**src/rtl/apb_slave_if.sv**
```systemverilog
// ---------------------------------------------------------------------------
// apb_slave_if
//   APB bus bundle between a requester (master modport) and the apb_slave
//   completer (slave modport). Clock and reset are not part of the bundle.
//
//   Signals
//     psel     requester -> completer  completer selected
//     penable  requester -> completer  access phase
//     pwrite   requester -> completer  1 = write, 0 = read
//     paddr    requester -> completer  byte address, ADDR_WIDTH bits
//     pprot    requester -> completer  protection, bit 0 = privileged
//     pwdata   requester -> completer  write data, DATA_WIDTH bits
//     pstrb    requester -> completer  byte write strobes
//     pready   completer -> requester  transfer completes this cycle
//     prdata   completer -> requester  read data
//     pslverr  completer -> requester  transfer error
// ---------------------------------------------------------------------------
interface apb_slave_if #(
    parameter int DATA_WIDTH     = 32,
    parameter int ADDR_WIDTH     = 10,
    parameter int BYTES_PER_WORD = DATA_WIDTH / 8
);
    logic                      psel;
    logic                      penable;
    logic                      pwrite;
    logic [ADDR_WIDTH-1:0]     paddr;
    logic [2:0]                pprot;
    logic [DATA_WIDTH-1:0]     pwdata;
    logic [BYTES_PER_WORD-1:0] pstrb;
    logic                      pready;
    logic [DATA_WIDTH-1:0]     prdata;
    logic                      pslverr;

    modport master (
        output psel, penable, pwrite, paddr, pprot, pwdata, pstrb,
        input  pready, prdata, pslverr
    );

    modport slave (
        input  psel, penable, pwrite, paddr, pprot, pwdata, pstrb,
        output pready, prdata, pslverr
    );
endinterface

```
**src/rtl/apb_slave.sv**
```systemverilog
// ---------------------------------------------------------------------------
// apb_slave
//   APB completer fronting a small register file of MEM_DEPTH words of
//   DATA_WIDTH bits. A request is captured on its setup cycle, then the
//   completer spends WAIT_STATES access cycles with pready low before
//   completing. Writes honour byte strobes; reads return the whole word.
//   Out-of-range, unaligned, and unprivileged writes to word 0 complete
//   with pslverr and have no side effect.
//
//   Parameters
//     DATA_WIDTH      data width: 8, 16 or 32
//     ADDR_WIDTH      byte address width
//     MEM_DEPTH       number of words in the register file
//     WAIT_STATES     low-pready access cycles per transfer, 0..15
//     BYTES_PER_WORD  strobe width
//
//   Ports
//     pclk      clock, all state changes on its rising edge
//     preset_n  asynchronous active-low reset; clears FSM and register file
//     bus       apb_slave_if slave modport (see interface header)
// ---------------------------------------------------------------------------
module apb_slave #(
    parameter int DATA_WIDTH     = 32,
    parameter int ADDR_WIDTH     = 10,
    parameter int MEM_DEPTH      = 64,
    parameter int WAIT_STATES    = 0,
    parameter int BYTES_PER_WORD = DATA_WIDTH / 8
) (
    input  logic        pclk,
    input  logic        preset_n,
    apb_slave_if.slave  bus
);

    // Number of low address bits that select a byte inside a word.
    localparam int OFF_W = (BYTES_PER_WORD > 1) ? $clog2(BYTES_PER_WORD) : 0;

    typedef enum logic [1:0] {
        IDLE   = 2'd0,
        SETUP  = 2'd1,
        ACCESS = 2'd2
    } state_t;

    state_t                    state_reg;
    logic [3:0]                wait_cnt_reg;

    // Request captured on the setup cycle; the bus may change afterwards.
    logic [ADDR_WIDTH-1:0]     paddr_reg;
    logic                      pwrite_reg;
    logic [2:0]                pprot_reg;
    logic [DATA_WIDTH-1:0]     pwdata_reg;
    logic [BYTES_PER_WORD-1:0] pstrb_reg;

    logic                      setup_req;
    logic                      access_done;
    logic                      capture_en;
    logic [ADDR_WIDTH-1:0]     word_idx;
    logic                      misaligned;
    logic                      out_of_range;
    logic                      priv_violation;
    logic                      access_err;
    logic                      wr_fire;
    logic [DATA_WIDTH-1:0]     rd_word;
    logic [DATA_WIDTH-1:0]     mem_word [MEM_DEPTH];
    logic                      unused_prot;

    // -----------------------------------------------------------------------
    // Request decode
    // -----------------------------------------------------------------------
    assign setup_req   = bus.psel && !bus.penable;
    assign access_done = (state_reg == ACCESS) && (wait_cnt_reg == 4'(WAIT_STATES));

    // A new request is taken from IDLE or, back-to-back, on the completing
    // edge of the current transfer.
    assign capture_en  = setup_req && ((state_reg == IDLE) || access_done);

    // -----------------------------------------------------------------------
    // Transfer FSM
    // -----------------------------------------------------------------------
    always_ff @(posedge pclk or negedge preset_n) begin
        if (!preset_n) begin
            state_reg    <= IDLE;
            wait_cnt_reg <= '0;
        end else begin
            case (state_reg)
                IDLE: begin
                    // penable without a preceding setup cycle is ignored.
                    if (setup_req) begin
                        state_reg <= SETUP;
                    end
                end
                SETUP: begin
                    state_reg    <= ACCESS;
                    wait_cnt_reg <= '0;
                end
                ACCESS: begin
                    if (access_done) begin
                        state_reg <= setup_req ? SETUP : IDLE;
                    end else if (!bus.psel) begin
                        // Deselect before completion abandons the transfer.
                        state_reg <= IDLE;
                    end else if (bus.penable) begin
                        wait_cnt_reg <= wait_cnt_reg + 4'd1;
                    end
                end
                default: begin
                    state_reg <= IDLE;
                end
            endcase
        end
    end

    always_ff @(posedge pclk or negedge preset_n) begin
        if (!preset_n) begin
            paddr_reg  <= '0;
            pwrite_reg <= 1'b0;
            pprot_reg  <= '0;
            pwdata_reg <= '0;
            pstrb_reg  <= '0;
        end else if (capture_en) begin
            paddr_reg  <= bus.paddr;
            pwrite_reg <= bus.pwrite;
            pprot_reg  <= bus.pprot;
            pwdata_reg <= bus.pwdata;
            pstrb_reg  <= bus.pstrb;
        end
    end

    // Only the privileged bit takes part in access checks.
    assign unused_prot = ^pprot_reg[2:1];

    // -----------------------------------------------------------------------
    // Address checks
    // -----------------------------------------------------------------------
    assign word_idx = paddr_reg >> OFF_W;

    generate
        if (OFF_W > 0) begin : g_align
            assign misaligned = |paddr_reg[OFF_W-1:0];
        end else begin : g_no_align
            assign misaligned = 1'b0;
        end
    endgenerate

    // Compare at 32 bits so MEM_DEPTH equal to the full index space is not
    // truncated to zero.
    assign out_of_range   = 32'(word_idx) >= 32'(MEM_DEPTH);
    // Word 0 is writable only by privileged requesters.
    assign priv_violation = pwrite_reg && !pprot_reg[0] && (word_idx == '0);
    assign access_err     = out_of_range || misaligned || priv_violation;

    // -----------------------------------------------------------------------
    // Register file: one async-cleared word per generate slice
    // -----------------------------------------------------------------------
    assign wr_fire = access_done && pwrite_reg && !access_err;

    generate
        for (genvar gi = 0; gi < MEM_DEPTH; gi++) begin : g_word
            logic [DATA_WIDTH-1:0] word_reg;
            logic                  word_sel;

            assign word_sel = wr_fire && (word_idx == ADDR_WIDTH'(gi));

            always_ff @(posedge pclk or negedge preset_n) begin
                if (!preset_n) begin
                    word_reg <= '0;
                end else if (word_sel) begin
                    for (int b = 0; b < BYTES_PER_WORD; b++) begin
                        if (pstrb_reg[b]) begin
                            word_reg[8*b +: 8] <= pwdata_reg[8*b +: 8];
                        end
                    end
                end
            end

            assign mem_word[gi] = word_reg;
        end
    endgenerate

    // Read mux by comparison rather than direct indexing, so an
    // out-of-range index never addresses past the array.
    always_comb begin
        rd_word = '0;
        for (int i = 0; i < MEM_DEPTH; i++) begin
            if (word_idx == ADDR_WIDTH'(i)) begin
                rd_word = mem_word[i];
            end
        end
    end

    // -----------------------------------------------------------------------
    // Completer outputs
    // -----------------------------------------------------------------------
    assign bus.pready  = access_done;
    assign bus.pslverr = access_done && access_err;
    assign bus.prdata  = (access_done && !pwrite_reg && !access_err) ? rd_word : '0;

endmodule

```
**src/flat_wrapper.sv**
```systemverilog
// flat-port wrapper written by rule: the top's interface ports become plain ports
module apb_slave_flat 
#(
    parameter int DATA_WIDTH     = 32,
    parameter int ADDR_WIDTH     = 10,
    parameter int MEM_DEPTH      = 64,
    parameter int WAIT_STATES    = 0,
    parameter int BYTES_PER_WORD = DATA_WIDTH / 8
)
  (pclk, preset_n, bus_psel, bus_penable, bus_pwrite, bus_paddr, bus_pprot, bus_pwdata, bus_pstrb, bus_pready, bus_prdata, bus_pslverr);
  apb_slave_if #(.DATA_WIDTH(DATA_WIDTH), .ADDR_WIDTH(ADDR_WIDTH), .BYTES_PER_WORD(BYTES_PER_WORD)) bus_i ();
  input  logic pclk;
  input  logic preset_n;
  input wire logic [$bits(bus_i.psel)-1:0] bus_psel;
  input wire logic [$bits(bus_i.penable)-1:0] bus_penable;
  input wire logic [$bits(bus_i.pwrite)-1:0] bus_pwrite;
  input wire logic [$bits(bus_i.paddr)-1:0] bus_paddr;
  input wire logic [$bits(bus_i.pprot)-1:0] bus_pprot;
  input wire logic [$bits(bus_i.pwdata)-1:0] bus_pwdata;
  input wire logic [$bits(bus_i.pstrb)-1:0] bus_pstrb;
  output wire logic [$bits(bus_i.pready)-1:0] bus_pready;
  output wire logic [$bits(bus_i.prdata)-1:0] bus_prdata;
  output wire logic [$bits(bus_i.pslverr)-1:0] bus_pslverr;
  assign bus_i.psel = bus_psel;
  assign bus_i.penable = bus_penable;
  assign bus_i.pwrite = bus_pwrite;
  assign bus_i.paddr = bus_paddr;
  assign bus_i.pprot = bus_pprot;
  assign bus_i.pwdata = bus_pwdata;
  assign bus_i.pstrb = bus_pstrb;
  assign bus_pready = bus_i.pready;
  assign bus_prdata = bus_i.prdata;
  assign bus_pslverr = bus_i.pslverr;
  apb_slave #(.DATA_WIDTH(DATA_WIDTH), .ADDR_WIDTH(ADDR_WIDTH), .MEM_DEPTH(MEM_DEPTH), .WAIT_STATES(WAIT_STATES), .BYTES_PER_WORD(BYTES_PER_WORD)) u_core (.pclk(pclk), .preset_n(preset_n), .bus(bus_i));
endmodule
```
**config.mk**
```make
export PLATFORM = sky130hd
export DESIGN_NAME = apb_slave_flat
export DESIGN_NICKNAME = d
export VERILOG_FILES = /design/src/rtl/apb_slave_if.sv /design/src/rtl/apb_slave.sv /design/src/flat_wrapper.sv
export SDC_FILE = /design/constraint.sdc
export NUM_CORES = 2
export LEC_CHECK = 0
export BUFFER_PORTS_ARGS = -buffer_cell sky130_fd_sc_hd__buf_2
export CAP_MARGIN = 20
export CORE_MARGIN = 2
export CORE_UTILIZATION = 31
export CTS_CLUSTER_DIAMETER = 30
export CTS_CLUSTER_SIZE = 8
export DETAILED_ROUTE_END_ITERATION = 12
export GPL_ROUTABILITY_DRIVEN = 0
export PLACE_DENSITY = 0.48
export SLEW_MARGIN = 10
export SYNTH_ARGS = -nofsm -noshare
export SYNTH_HDL_FRONTEND = slang
export SYNTH_SLANG_ARGS = --single-unit
```
**constraint.sdc**
```tcl
create_clock -name pclk -period 2.95 [get_ports pclk]
set_clock_uncertainty 0.05 [all_clocks]
set_input_delay 0 -clock pclk [delete_from_list [all_inputs] [get_ports pclk]]
set_output_delay 0 -clock pclk [all_outputs]
set_load 0.005 [all_outputs]
```
# Yosys cells after proc, flatten, opt, wreduce, memory -nomap -nowiden
# Cells that the tools add are included.
classes:
  n_lt_le_gt_ge: 1
  bitwise_logic: 0
  eq_ne: 70
  n_reduce_logical: 344
  n_mux: 74
  add_sub_neg: 1
  div: 0
  n_shift: 0
  mul: 0
ops:
  columns: ["cell", "count"]
  rows:
  - ["32-bit 2-to-1 mux", 65]
  - ["2-bit AND reduction", 257]
  - ["8-bit by 6-bit == test with 1-bit output, second input constant", 32]
  - ["8-bit by 5-bit == test with 1-bit output, second input constant", 16]
  - ["1-bit logical AND", 74]
  - ["8-bit by 4-bit == test with 1-bit output, second input constant", 8]
  - ["8-bit by 3-bit == test with 1-bit output, second input constant", 4]
  - ["8-bit by 2-bit == test with 1-bit output, second input constant", 2]
  - ["4-bit 2-to-1 mux", 3]
  - ["10-bit zero test", 1]
  - ["8-bit by 1-bit == test with 1-bit output, second input constant", 1]
  - ["8-bit by 7-bit >= comparator with 1-bit output, second input constant", 1]
  - ["4-bit case mux with 2 select lines", 1]
  - ["2-bit 2-to-1 mux", 3]
  - ["2-bit != test, second input constant", 3]
  - ["2-bit case mux with 3 select lines", 1]
  - ["4-bit by 1-bit adder with 4-bit output, second input constant", 1]
  - ["1-bit zero test", 4]
  - ["4-bit zero test", 1]
  - ["4-bit AND reduction", 1]
  - ["1-bit logical OR", 3]
  - ["3-bit by 2-bit != test with 1-bit output, second input constant", 1]
  - ["2-bit by 1-bit == test with 1-bit output, second input constant", 1]
  - ["2-bit == test, second input constant", 1]
  - ["5 further kinds", 5]
totals:
  latch_bits: 0
  word_cells: 753
  register_bits: 2102
  out_inout_bits: 34
  memories: 0
  in_bits: 54
  ram_bits: 0
  rom_bits: 0

# Logic depth before layout (Yosys ltp)
logic_depth:
  ltp_word: 66
  depth_mapped: 14
  ltp_nobuf: 10

# Least setup slack after synthesis
# No wires, ideal clock.
synth_timing:
  kind: "register -> register"
  from: "reg u_core.paddr_reg[2]"
  to: "reg u_core.g_word[24].word_reg[0]"
  t_required_ns: 2.772
  setup_time_ns: 0.128
  t_arrival_ns: 2.418
  setup_slack_ns: 0.354
  n_path_buf: 4
  path_stages_with_launch: 11
  period_less_slack_ns: 2.596
  path_cell_list: "dfrtp_1 buf_2 or4_1 buf_2 nor3_2 nor3b_1 buf_4 nand2_8 buf_6 nor2_2 mux2_1"
synth_via:
  elab_chain_cells: 7
  elab_cells_between_ends: 10
  cone_classes: "1 x order compare; 1 x eq/ne; 8 x reduce/logical"
synth_lines:
  columns: ["element", "line", "rtl"]
  rows:
  - ["start, declared", "apb_slave.sv:47", "logic [ADDR_WIDTH-1:0] paddr_reg;"]
  - ["start signal, assigned", "apb_slave.sv:120", "paddr_reg <= bus.paddr;"]
  - ["8-bit by 7-bit >= comparator with 1-bit output / 10-bit zero test (equally long branches)", "apb_slave.sv:146, apb_slave.sv:148", null]
  - ["1-bit logical OR / 1-bit logical AND (equally long branches)", "apb_slave.sv:149, apb_slave.sv:148", null]
  - ["1-bit logical OR", "apb_slave.sv:149", "assign access_err = out_of_range || misaligned || priv_violation;"]
  - ["1-bit zero test", "apb_slave.sv:154", "assign wr_fire = access_done && pwrite_reg && !access_err;"]
  - ["1-bit logical AND", "apb_slave.sv:154", null]
  - ["1-bit logical AND (*)", "apb_slave.sv:161", "assign word_sel = wr_fire && (word_idx == ADDR_WIDTH'(gi));"]
  - ["2-bit AND reduction (no line) (*)", null, null]
  - ["end signal, assigned by index", "apb_slave.sv:169", "word_reg[8*b +: 8] <= pwdata_reg[8*b +: 8];"]
  - ["end, declared", "apb_slave.sv:158", "logic [DATA_WIDTH-1:0] word_reg;"]
# Every way passes the cells marked *; elsewhere a longest branch is shown, timed or not.
# A chain may end at the register's enable or synchronous reset.

# Worst setup path in the final report
layout_timing:
  from: "reg u_core.paddr_reg[9]"
  to: "out bus_prdata[1]"
layout_via:
  elab_chain_cells: 66
  elab_cells_between_ends: 135
  cone_classes: "1 x order compare; 63 x eq/ne; 65 x mux; 6 x reduce/logical"
layout_lines:
  columns: ["element", "line", "rtl"]
  rows:
  - ["10-bit zero test", "apb_slave.sv:148, apb_slave.sv:184", null]
  - ["32-bit 2-to-1 mux (64 in a row)", "apb_slave.sv:184", "if (word_idx == ADDR_WIDTH'(i)) begin"]
  - ["32-bit 2-to-1 mux (*)", "apb_slave.sv:195", "assign bus.prdata = (access_done && !pwrite_reg && !access_err) ? rd_word : '0;"]
  - ["end, declared", "flat_wrapper.sv:22", "output wire logic [$bits(bus_i.prdata)-1:0] bus_prdata;"]
# Marks and branches as above.

==> results.cfg <==
[place]
place_inst = 12330
io_buffers = 85
dpl.hpwl_um = 315800

[route]
dr_wl_met2_um = 202800
dr_wl_met3_um = 30820
drtIter0Drc = 7600
drt_pass1_iterations = 9
vias_per_cell = 5.626
m1WireLength_um = 186100
wl_um = 443800
wl_per_cell_um = 32.76
postRouteAntennaNets = 0
topRoutingLayerUsed = met5
via_count = 76230
drc_errors = 0

[finish]
multiInputGateArea_mm2 = 0.04423
largest_reg_flops = 2048
areaGrowthSynthToFinish_pct = 42.39
fill_cells = 28210
drive_gt1_frac = 0.3575
nets = 9025
layout.cells.non_filler = 13550
seqCellArea_mm2 = 0.05266

[power_and_ir_drop]
power.leakage_nw = 66.44
ir_worst_vdd_v = 0.0005782
power_density_mw_per_mm2 = 733.4

[floorplan]
initial_core_util = 0.3106
die_h_um = 562.3
io_pins = 88
dieArea_mm2 = 0.3162
core_area_mm2 = 0.3111
rows = 205
chipWidth_um = 562.3

[worst_setup_path]
rr_worst_depth = 9
r2r-start = u_core.paddr_reg[5]$_DFFE_PN0P_
crit_path_start_kind = register
endpoint_kind = primary output
cp.required_ps = 2900
r2r_slack_ps = -440
critPathKind = reg2out
crit_arrival_ps = 4370
r2r_end = u_core.g_word[39].word_reg[12]$_DFFE_PN0P_
crit_fanout = 11

[global_route]
grt_pass1_wl_um = 620000
grt.total_usage = 0.2742
grt_overflow = 0
grt_max_degree = 92
grt_antenna_before_repair = 25
grt_pass1_vias = 78830

[hold_path]
hold_path_class = in2async

[sta]
fmax_mhz = 226.1
hold_viol = 0
drv_slew = 0
worst_pin_slew_ps = 1078
period_share = 1.500
fin_ws_ps = -1474
holdWs_ps = 19.26
setup_viol = 2073
period_minus_slack_ps = 4424
rsz0062_at_grt = yes
relSlewSlack = 0.2815

[synthesis]
synth_seq_area_share = 0.5443
syn_avg_cell_area_um2 = 13.14
async_flop_share = 1.000
netlist_area_mm2 = 0.09664
synthCells = 7352
synth_edf_count = 0
ys.flop_type = dfrtp_1
yosysWarnings = 0
ys_ff_latch = 2102
synth_cell_types = 95
synthesis.nets = 7408

[flow_run]
max_cap_violations = 0

[clock_tree]
cts_tree = yes
cts_buffers = 540
cts.sink_count = 2102
cts.path.max_buffers = 4
cts-htree-levels = 6
clk_latency_ps = 1010
cts-root-buf = clkbuf_16
clk_pin_slew_ps = 40

[status]
violations = setup timing
status = finished with violations
metal layers:
layer,vias to the layer above,GRT usage
li1,31240,-
met1,40720,0.3624
met2,3352,0.4318
met3,902,0.04862
met4,8,0.1375
met5,-,0
layout by cell type, fill, tap and decap left out, types with 23 or more instances in the layout:
master and count:
mux2_2 198, o22ai_1 78, a222oi_1 72, bufinv_16 72
nand3_1 63, mux2i_1 30, a221oi_1 108, o211ai_1 35
buf_6 104, a21oi_2 25, o21ai_0 187, buf_12 264
nand4_1 31, clkbuf_16 547, nand2_1 206, nor2_1 148
mux2_1 1913, nor3_1 45, a22o_1 72, clkinv_2 95
buf_8 25, nor2_4 225, a31oi_1 40, a21oi_1 170
o21ai_1 27, nor2_2 93, a221o_1 31, buf_4 1060
clkbuf_1 79, dfrtp_2 34, dfrtp_1 2064, dlygate4sd3_1 105
clkbuf_8 96, clkinvlp_4 27, buf_2 84, a22oi_1 324
nand2_2 23
critical path: stages (launching register included):
cell,delay [ps]
dfrtp_2,430
or4b_4,560
buf_12,190
buf_4,160
buf_4,150
nor2_2,130
buf_4,180
buf_4,160
a211o_1,190
a31o_4,150
o2111ai_1,170
a211oi_4,480
buf_6,170
o22ai_4,70
buf_2,160
how the worst max path moves through the flow:
stage / end / slack (ps) / startpoint / cells after the start
after detailed placement: bus_prdata[14] / -1230 / u_core.paddr_reg[3]$_DFFE_PN0P_ / 13
after global routing: bus_prdata[1] / -1540 / u_core.paddr_reg[3]$_DFFE_PN0P_ / 12
after CTS: bus_prdata[18] / -1510 / u_core.paddr_reg[3]$_DFFE_PN0P_ / 15
final: bus_prdata[1] / -1470 / u_core.paddr_reg[9]$_DFFE_PN0P_ / 14
after floorplan: u_core.g_word[24].word_reg[0]$_DFFE_PN0P_ / 350 / u_core.paddr_reg[2]$_DFFE_PN0P_ / 10
after global placement: bus_prdata[27] / -1470 / u_core.paddr_reg[3]$_DFFE_PN0P_ / 14
cell families (layout without fill, tap and decap cells):
logic type                 count (synthesis)  in the layout  synth area share
muxes                                   2150           2150            0.2505
xor gates and xnor gates                   1              1        0.00009065
and+or+nand+nor                         1027           1028           0.06637
AOI/OAI and AO/OA                       1488           1488            0.1102
DFF                                     2102           2102            0.5443
buffers and inverters                    582           2627           0.02830
other                                      0             11                 0
adders and majority gates                  2              2         0.0002589
timing repair:
item	4_1_cts	5_1_grt
cloned	1	4
buffers inserted	87	58
hold buffers	106	0
endpoints found under the setup margin	2081	2072
resized for setup	466	274
hold endpoints to repair	2136	0
pin swaps	125	148
cell usage after synthesis, types with 24 or more instances:
master / count / area share
mux2i_1: 31 / 0.0032
a221oi_1: 129 / 0.012
nand2_1: 222 / 0.0086
mux2_1: 1918 / 0.22
o221ai_1: 29 / 0.0026
dfrtp_1: 2102 / 0.54
a222oi_1: 72 / 0.0075
o21ai_0: 223 / 0.012
and3_1: 24 / 0.0016
mux2_2: 198 / 0.023
a21oi_1: 202 / 0.010
a221o_1: 31 / 0.0032
nand4_1: 31 / 0.0020
nand3_1: 76 / 0.0039
a2111oi_0: 32 / 0.0029
o211ai_1: 35 / 0.0027
nor2_2: 104 / 0.0067
buf_2: 173 / 0.0090
a22oi_1: 343 / 0.027
nor3_1: 61 / 0.0032
clkbuf_1: 322 / 0.013
a31oi_1: 56 / 0.0036
nor2_4: 169 / 0.020
a22o_1: 74 / 0.0067
a211oi_1: 32 / 0.0025
buf_6: 34 / 0.0040
nor2_1: 193 / 0.0075
o22ai_1: 89 / 0.0058
per-stage QoR:
stage	setup WS (ps)	util	total power, W	cell area, µm²	TNS (ps)
floorplan	354.0	-	0.03254	96640	0
global placement	-1472	0.3623	0.03861	112700	-787020
detailed placement	-1231	0.3623	0.03865	112700	-929220
CTS	-1506	0.4362	0.1009	135700	-360990
global route	-1539	0.4422	0.1033	137600	-638290
finish	-1474	0.4423	0.1009	137600	-506230
layout make-up:
class / instances / share of cell area
Antenna cell: 11 / 0.0002001
Inverter: 9 / 0.0002455
Tap cell: 4140 / 0.03765
Clock buffer: 720 / 0.1109
Multi-Input combinational cell: 4669 / 0.3215
Clock inverter: 251 / 0.02772
Sequential cell: 2102 / 0.3827
Timing Repair Buffer: 1647 / 0.1191
report_power, final:
| part | total, W | switching [W] | internal, W | leakage, nW |
|---|---|---|---|---|
| Sequential | 0.0298 | 0.000658 | 0.0291 | 29.2 |
| Clock | 0.0615 | 0.0190 | 0.0425 | 9.33 |
| Combinational | 0.00966 | 0.00648 | 0.00318 | 27.9 |
| Total | 0.101 | 0.0261 | 0.0748 | 66.4 |
(Power assumes the default switching activity.)
